<file path="config.mk">
export PLATFORM = sky130hd
export DESIGN_NAME = uart_rx_cfg
export DESIGN_NICKNAME = d
export VERILOG_FILES = /design/src/rtl/uart_rx_cfg.sv
export SDC_FILE = /design/constraint.sdc
export NUM_CORES = 1
export LEC_CHECK = 0
export ABC_AREA = 1
export CORE_MARGIN = 2
export CORE_UTILIZATION = 52
export DETAILED_ROUTE_END_ITERATION = 10
export PLACE_DENSITY = 0.81
export SYNTH_ARGS = -nofsm -noshare
export SYNTH_HDL_FRONTEND = slang
export SYNTH_SLANG_ARGS = --single-unit
</file>
<file path="constraint.sdc">
create_clock -name clk -period 1.6 [get_ports clk]
set_input_delay 0.32 -clock clk [delete_from_list [all_inputs] [get_ports clk]]
set_output_delay 0.32 -clock clk [all_outputs]
set_load 0.01 [all_outputs]
</file>
<file path="src/rtl/uart_rx_cfg.sv">
// uart_rx_cfg: 16x oversampling UART receiver with runtime frame format, majority-vote
// sampling, parity/frame/overrun/break flags and a valid/ready output port.
module uart_rx_cfg #(
    parameter int DIV_W  = 16,
    parameter int SYNC_N = 2
) (
    input  logic             clk,
    input  logic             rst_n,
    input  logic             din,
    input  logic [DIV_W-1:0] cfg_div,
    input  logic [1:0]       cfg_dbits,
    input  logic [1:0]       cfg_par,
    input  logic             cfg_stop2,
    output logic [7:0]       rx_data,
    output logic             rx_valid,
    input  logic             rx_ready,
    output logic             err_parity,
    output logic             err_frame,
    output logic             err_overrun,
    output logic             brk
);
    typedef enum logic [2:0] {IDLE, START, DATA, PARITY, STOP1, STOP2, DONE, BRKWAIT} state_t;
    state_t            state, state_nx;
    logic [SYNC_N-1:0] sync;
    logic              din_s, din_q;
    logic [DIV_W-1:0]  div_cnt, div_l;
    logic [3:0]        os_cnt;
    logic [2:0]        bit_cnt;
    logic [7:0]        sh;
    logic [1:0]        dbits_l;
    logic              s7, s8, run, tick, samp, vote, start_det, last_bit, is_brk, par_err;
    logic              par_en, par_odd, stop2_l, par_bit, stop_err, stop1_zero, commit, accept;

    assign din_s     = sync[SYNC_N-1];
    assign start_det = state == IDLE && din_q && !din_s;
    assign run       = state == START || state == DATA || state == PARITY || state == STOP1 || state == STOP2;
    assign tick      = run && div_cnt == div_l;
    assign samp      = tick && os_cnt == 4'd9;
    assign vote      = (s7 & s8) | (s7 & din_s) | (s8 & din_s);
    assign last_bit  = bit_cnt == {1'b1, dbits_l};
    assign par_err   = par_en && ((^sh ^ par_bit) != par_odd);
    assign is_brk    = sh == 8'd0 && !(par_en && par_bit) && stop1_zero;
    assign commit    = state == DONE;
    assign accept    = rx_valid && rx_ready;

    always_ff @(posedge clk or negedge rst_n) begin
        if (!rst_n) state <= IDLE;
        else        state <= state_nx;
    end

    always_comb begin
        state_nx = state;
        case (state)
            IDLE:    state_nx = start_det ? START : IDLE;
            START:   state_nx = samp ? (vote ? IDLE : DATA) : START;
            DATA:    state_nx = samp && last_bit ? (par_en ? PARITY : STOP1) : DATA;
            PARITY:  state_nx = samp ? STOP1 : PARITY;
            STOP1:   state_nx = samp ? (stop2_l ? STOP2 : DONE) : STOP1;
            STOP2:   state_nx = samp ? DONE : STOP2;
            DONE:    state_nx = is_brk ? BRKWAIT : IDLE;
            BRKWAIT: state_nx = din_s ? IDLE : BRKWAIT;
            default: state_nx = IDLE;
        endcase
    end

    // Frame timing restarts from the detected start edge; format is frozen for the frame.
    always_ff @(posedge clk or negedge rst_n) begin
        if (!rst_n) begin
            sync       <= '1;
            din_q      <= 1'b1;
            div_cnt    <= '0;
            div_l      <= '0;
            os_cnt     <= '0;
            bit_cnt    <= '0;
            sh         <= '0;
            dbits_l    <= '0;
            s7         <= 1'b1;
            s8         <= 1'b1;
            par_en     <= 1'b0;
            par_odd    <= 1'b0;
            stop2_l    <= 1'b0;
            par_bit    <= 1'b0;
            stop_err   <= 1'b0;
            stop1_zero <= 1'b0;
        end else begin
            sync  <= {sync[SYNC_N-2:0], din};
            din_q <= din_s;
            if (start_det) begin
                div_cnt    <= '0;
                os_cnt     <= '0;
                bit_cnt    <= '0;
                sh         <= '0;
                div_l      <= cfg_div;
                dbits_l    <= cfg_dbits;
                par_en     <= cfg_par[0] ^ cfg_par[1];
                par_odd    <= cfg_par == 2'b10;
                stop2_l    <= cfg_stop2;
                par_bit    <= 1'b0;
                stop_err   <= 1'b0;
                stop1_zero <= 1'b0;
            end else if (run) begin
                div_cnt <= tick ? '0 : div_cnt + 1'b1;
                if (tick) os_cnt <= os_cnt + 1'b1;
                if (tick && os_cnt == 4'd7) s7 <= din_s;
                if (tick && os_cnt == 4'd8) s8 <= din_s;
                if (samp && state == DATA) begin
                    sh[bit_cnt] <= vote;
                    bit_cnt     <= bit_cnt + 1'b1;
                end
                if (samp && state == PARITY) par_bit <= vote;
                if (samp && state == STOP1) stop1_zero <= !vote;
                if (samp && (state == STOP1 || state == STOP2) && !vote) stop_err <= 1'b1;
            end
        end
    end

    // A commit that collides with an unaccepted word only raises overrun.
    always_ff @(posedge clk or negedge rst_n) begin
        if (!rst_n) begin
            rx_data     <= '0;
            rx_valid    <= 1'b0;
            err_parity  <= 1'b0;
            err_frame   <= 1'b0;
            err_overrun <= 1'b0;
            brk         <= 1'b0;
        end else if (commit && rx_valid && !rx_ready) begin
            err_overrun <= 1'b1;
        end else if (commit) begin
            rx_data     <= sh;
            rx_valid    <= 1'b1;
            err_parity  <= par_err && !is_brk;
            err_frame   <= stop_err;
            err_overrun <= 1'b0;
            brk         <= is_brk;
        end else if (accept) begin
            rx_data     <= '0;
            rx_valid    <= 1'b0;
            err_parity  <= 1'b0;
            err_frame   <= 1'b0;
            err_overrun <= 1'b0;
            brk         <= 1'b0;
        end
    end
endmodule

</file>
==> run_results.csv <==
group,metric,value,unit
run_status,status,"complete, but fails checks",
run_status,failed_checks,"negative setup slack",
routing,wl_per_cell,17.63,um
floorplanning,chipHeight,95.11,um
floorplanning,fp.coreArea,8134,um2
cells_and_area,area.sequential,1912,um2
critical_path,cp_cell_instances,"inv_2, nand2_2, nand2_1, nor2_2, nand2_2, nor2_4, buf_4, nand3_2, nor2_4, buf_4, nand3_2, a21oi_2",
timing,finalHoldViolations,0,
timing,slew_limit_headroom,0.6280,
clocking,insertion_delay,0.37,ns
synthesis,postSynthAreaPerCell,7.736,um2
synthesis,post_synthesis_cells,558,
synthesis,synthDominantCellAreaShare,0.4116,
routing,detail_route.iter0.violations,416,
global_routing,grt_pass1_wl,17840,um
pwr,worst_ir_drop_vdd,0.0006306,V
timing,finalWorstSetupSlack,-0.3383,ns
floorplanning,core.rowCount,33,
timing,final_number_of_max_transition_violations,0,
critical_path,crit_path_start_kind,"register",
place,placement.cell_area,5096,um2
pwr,cellPowerDensity,1108,nW/um2
place,number_of_placed_instances_taps_included,734,
routing,dr_total_vias,4406,
timing,period_needed,1.938,ns
routing,remaining_drc_errors,0,
synthesis,synth.ff_latch_count,76,
critical_path,cpMaxStageDelayCell,"sky130_fd_sc_hd__dfrtp_1",
synthesis,mappedNetlistArea,4317,um2
critical_path,setup.worst_path.end_class,"register",
place,portBuffers,37,
synthesis,synthDominantAreaCellType,"sky130_fd_sc_hd__dfrtp_1",
clocking,cts-htree-levels,3,
routing,detail-route-antenna-nets,0,
critical_path,critPathMaxFanout,5,
clocking,tritoncts_clock_tree,"done",
place,dp_hpwl,7379,um
critical_path,critPathTopFamily,"simple AND/OR/NAND/NOR gates",
hold_path,hold_crit_path_type,"input port to register",
global_routing,grt_start_max_net_pins,77,
global_routing,globalRouteOverflowTotal,0,
synthesis,synth_warnings,0,
global_routing,grt_usage,0.2546,
routing,detailedRoute.firstPassIterationCount,5,
clocking,cts_buffers,9,
synthesis,mappedNetlistNets,593,
timing,fin_worst_skew,0.01229,ns
synthesis,ys_types,34,
timing,fmax,515.9,MHz
timing,finalHoldWorstSlack,0.3553,ns
global_routing,grt_pass1_vias,3956,
timing,timing.final.setup_violations,42,
cells_and_area,layoutNonFillerInstCount,775,
critical_path,ff2ff_setup_slack,-0.34,ns
timing,setup_repair_after_global_routing_missed_its_margin,"true",
timing,finalSetupTns,-8.350,ns
critical_path,cpPeakStageDelay,0.43,ns
synthesis,post_synth_main_area_contributors,"sky130_fd_sc_hd__dfrtp_1, sky130_fd_sc_hd__nand2_1, sky130_fd_sc_hd__inv_1, sky130_fd_sc_hd__nand3_1, sky130_fd_sc_hd__nor2_1",
synthesis,yosysSeqAreaShare,0.4420,
routing,wirelength,13660,um
global_routing,grt_antenna_before_repair,0,
cells_and_area,multi_input_comb_area,2444,um2
flow_run,cap_violations,0,
critical_path,timing.critical_path.arrival,2.23,ns
floorplanning,initial_core_util,0.5307,
place,gpl.final_weighted_congestion,0.9972,
pwr,total_leakage_power,0.002994,uW
cells_and_area,num_antenna_cells,0,
floorplanning,floorplan.die_area,9046,um2
cells_and_area,num-nets-final,701,
floorplanning,io_pins,38,
timing,timing_worst_slew_pin_value,0.5529,ns
timing,timing.final.crit_share,1.211,
critical_path,timing.setup.critical_path_class,"register to register",
critical_path,path_buf_inv,3,
clocking,cts.sink_count,76,
critical_path,worst_ep_required_time,1.90,ns
clocking,clock_tree.buffer_depth,2,
place,pre_cts_slack,-0.1308,ns
cells_and_area,final_design_area_no_fill,5967,um2
cells_and_area,synthToLayoutAreaGrowth,38.23,%
floorplanning,die_w,95.11,um
cells_and_area,layout-drive-gt1-share,0.3343,
clocking,path_clk_slew,0.08,ns
clocking,clockRootBuffer,"sky130_fd_sc_hd__clkbuf_8",
routing,drt-vias-per-instance,5.685,
cells_and_area,n_fill_cell,501,
kinds of logic after synthesis:
kind of cell / count (synthesis) / synth area share
buf+inv: 94 / 0.09101
compound gates: 54 / 0.06435
fa+ha+maj: 11 / 0.03130
simple gates: 303 / 0.3307
xor+xnor: 20 / 0.04058
flops: 76 / 0.4420
state kept, by name, summed over array words and instances (netlist names), 2 cells and up:
signal	flops
div_cnt	16
div_l	16
rx_data	8
sh	8
os_cnt	4
bit_cnt	3
state	3
dbits_l	2
sync	2
Yosys cell counts (all sizes together):
master / n
dfrtp: 71
nand2: 181
nand4: 12
ha: 10
o21ai: 39
maj3: 1
nor4: 4
buf: 8
nor3b: 1
nor2: 52
dfstp: 5
xnor2: 12
nor3: 10
inv: 80
o22ai: 3
a21oi: 12
nand3: 43
clkbuf: 6
xor2: 8
worst reg2reg max path: cells and delay by family (launching register included):
kind                   cells  cell delay (ns)
DFF                        1             0.43
buffers and inverters      3             0.37
AOI/OAI and AO/OA          1             0.15
and+or+nand+nor            8             0.94
layout by cell type (no fill, tap or decap), types with 4 or more instances in the layout:
cell type                         netlist  routed
sky130_fd_sc_hd__a21oi_1               11       6
sky130_fd_sc_hd__a21oi_2                1       6
sky130_fd_sc_hd__buf_4                  3      59
sky130_fd_sc_hd__buf_6                  2      10
sky130_fd_sc_hd__clkbuf_8               0      10
sky130_fd_sc_hd__clkdlybuf4s50_1        0      25
sky130_fd_sc_hd__dfrtp_1               71      68
sky130_fd_sc_hd__dfstp_2                5       5
sky130_fd_sc_hd__dlymetal6s2s_1         0      10
sky130_fd_sc_hd__ha_1                  10       6
sky130_fd_sc_hd__inv_1                 66      55
sky130_fd_sc_hd__inv_2                 14      23
sky130_fd_sc_hd__nand2_1              171     155
sky130_fd_sc_hd__nand2_2                8      22
sky130_fd_sc_hd__nand3_1               42      27
sky130_fd_sc_hd__nand3_2                1      13
sky130_fd_sc_hd__nand4_1                9       9
sky130_fd_sc_hd__nor2_1                40      26
sky130_fd_sc_hd__nor2_2                 5      15
sky130_fd_sc_hd__nor2_4                 6      13
sky130_fd_sc_hd__nor3_2                 5       4
sky130_fd_sc_hd__o21ai_0               26      18
sky130_fd_sc_hd__o21ai_1               13      15
sky130_fd_sc_hd__o21ai_2                0       6
sky130_fd_sc_hd__xnor2_1               12       6
sky130_fd_sc_hd__xnor2_2                0       6
sky130_fd_sc_hd__xor2_1                 8       8
metrics by stage:
step                power, uW  utilization
floorplan                3637            -
global placement         4244       0.6265
detailed placement       4323       0.6265
CTS                      5955       0.6697
global route             6900       0.7336
finish                   6611       0.7336
worst paths after layout:
path                             from          end  cells after the start
setup / recovery           div_cnt[3]   stop1_zero                     12
hold / removal                    din      sync[0]                      1
setup reg to reg           div_cnt[3]   stop1_zero                     12
hold reg to reg               sync[0]      sync[1]                      0
max in group asynchronous       rst_n   div_cnt[0]                      3
min in group asynchronous       rst_n  div_cnt[10]                      3
power by group:
group,internal [uW],switching (uW)
sequential,2240,331
combinational,1100,1440
clock,756,736
total,4100,2510
routing by layer:
layer	up-vias	wire length, um	GRT usage
met5	-	0	0
li1	1984	-	-
met4	0	642	0.1171
met1	2094	5243	0.3379
met2	258	6784	0.4108
met3	70	990	0.03953
repair_timing:
item / CTS / global route
setup buffers: 4 / 17
resized for setup: 27 / 108
pin swaps: 11 / 29
endpoints found under the hold margin: 34 / 0
endpoints found under the setup margin: 40 / 65
cloned: 3 / 1
hold buffers: 1 / 0
area by class of cell:
| cell class | count | share of cell area |
|---|---|---|
| clock buffers | 11 | 0.02369 |
| flip-flops and latches | 76 | 0.3204 |
| inverters | 80 | 0.05179 |
| repair buffers | 107 | 0.1625 |
| repair inverters | 1 | 0.001887 |
| multi-input cells | 391 | 0.4095 |
| clock inverters | 4 | 0.008178 |
| well taps | 105 | 0.02202 |
Power figures use the tool's default switching activity.
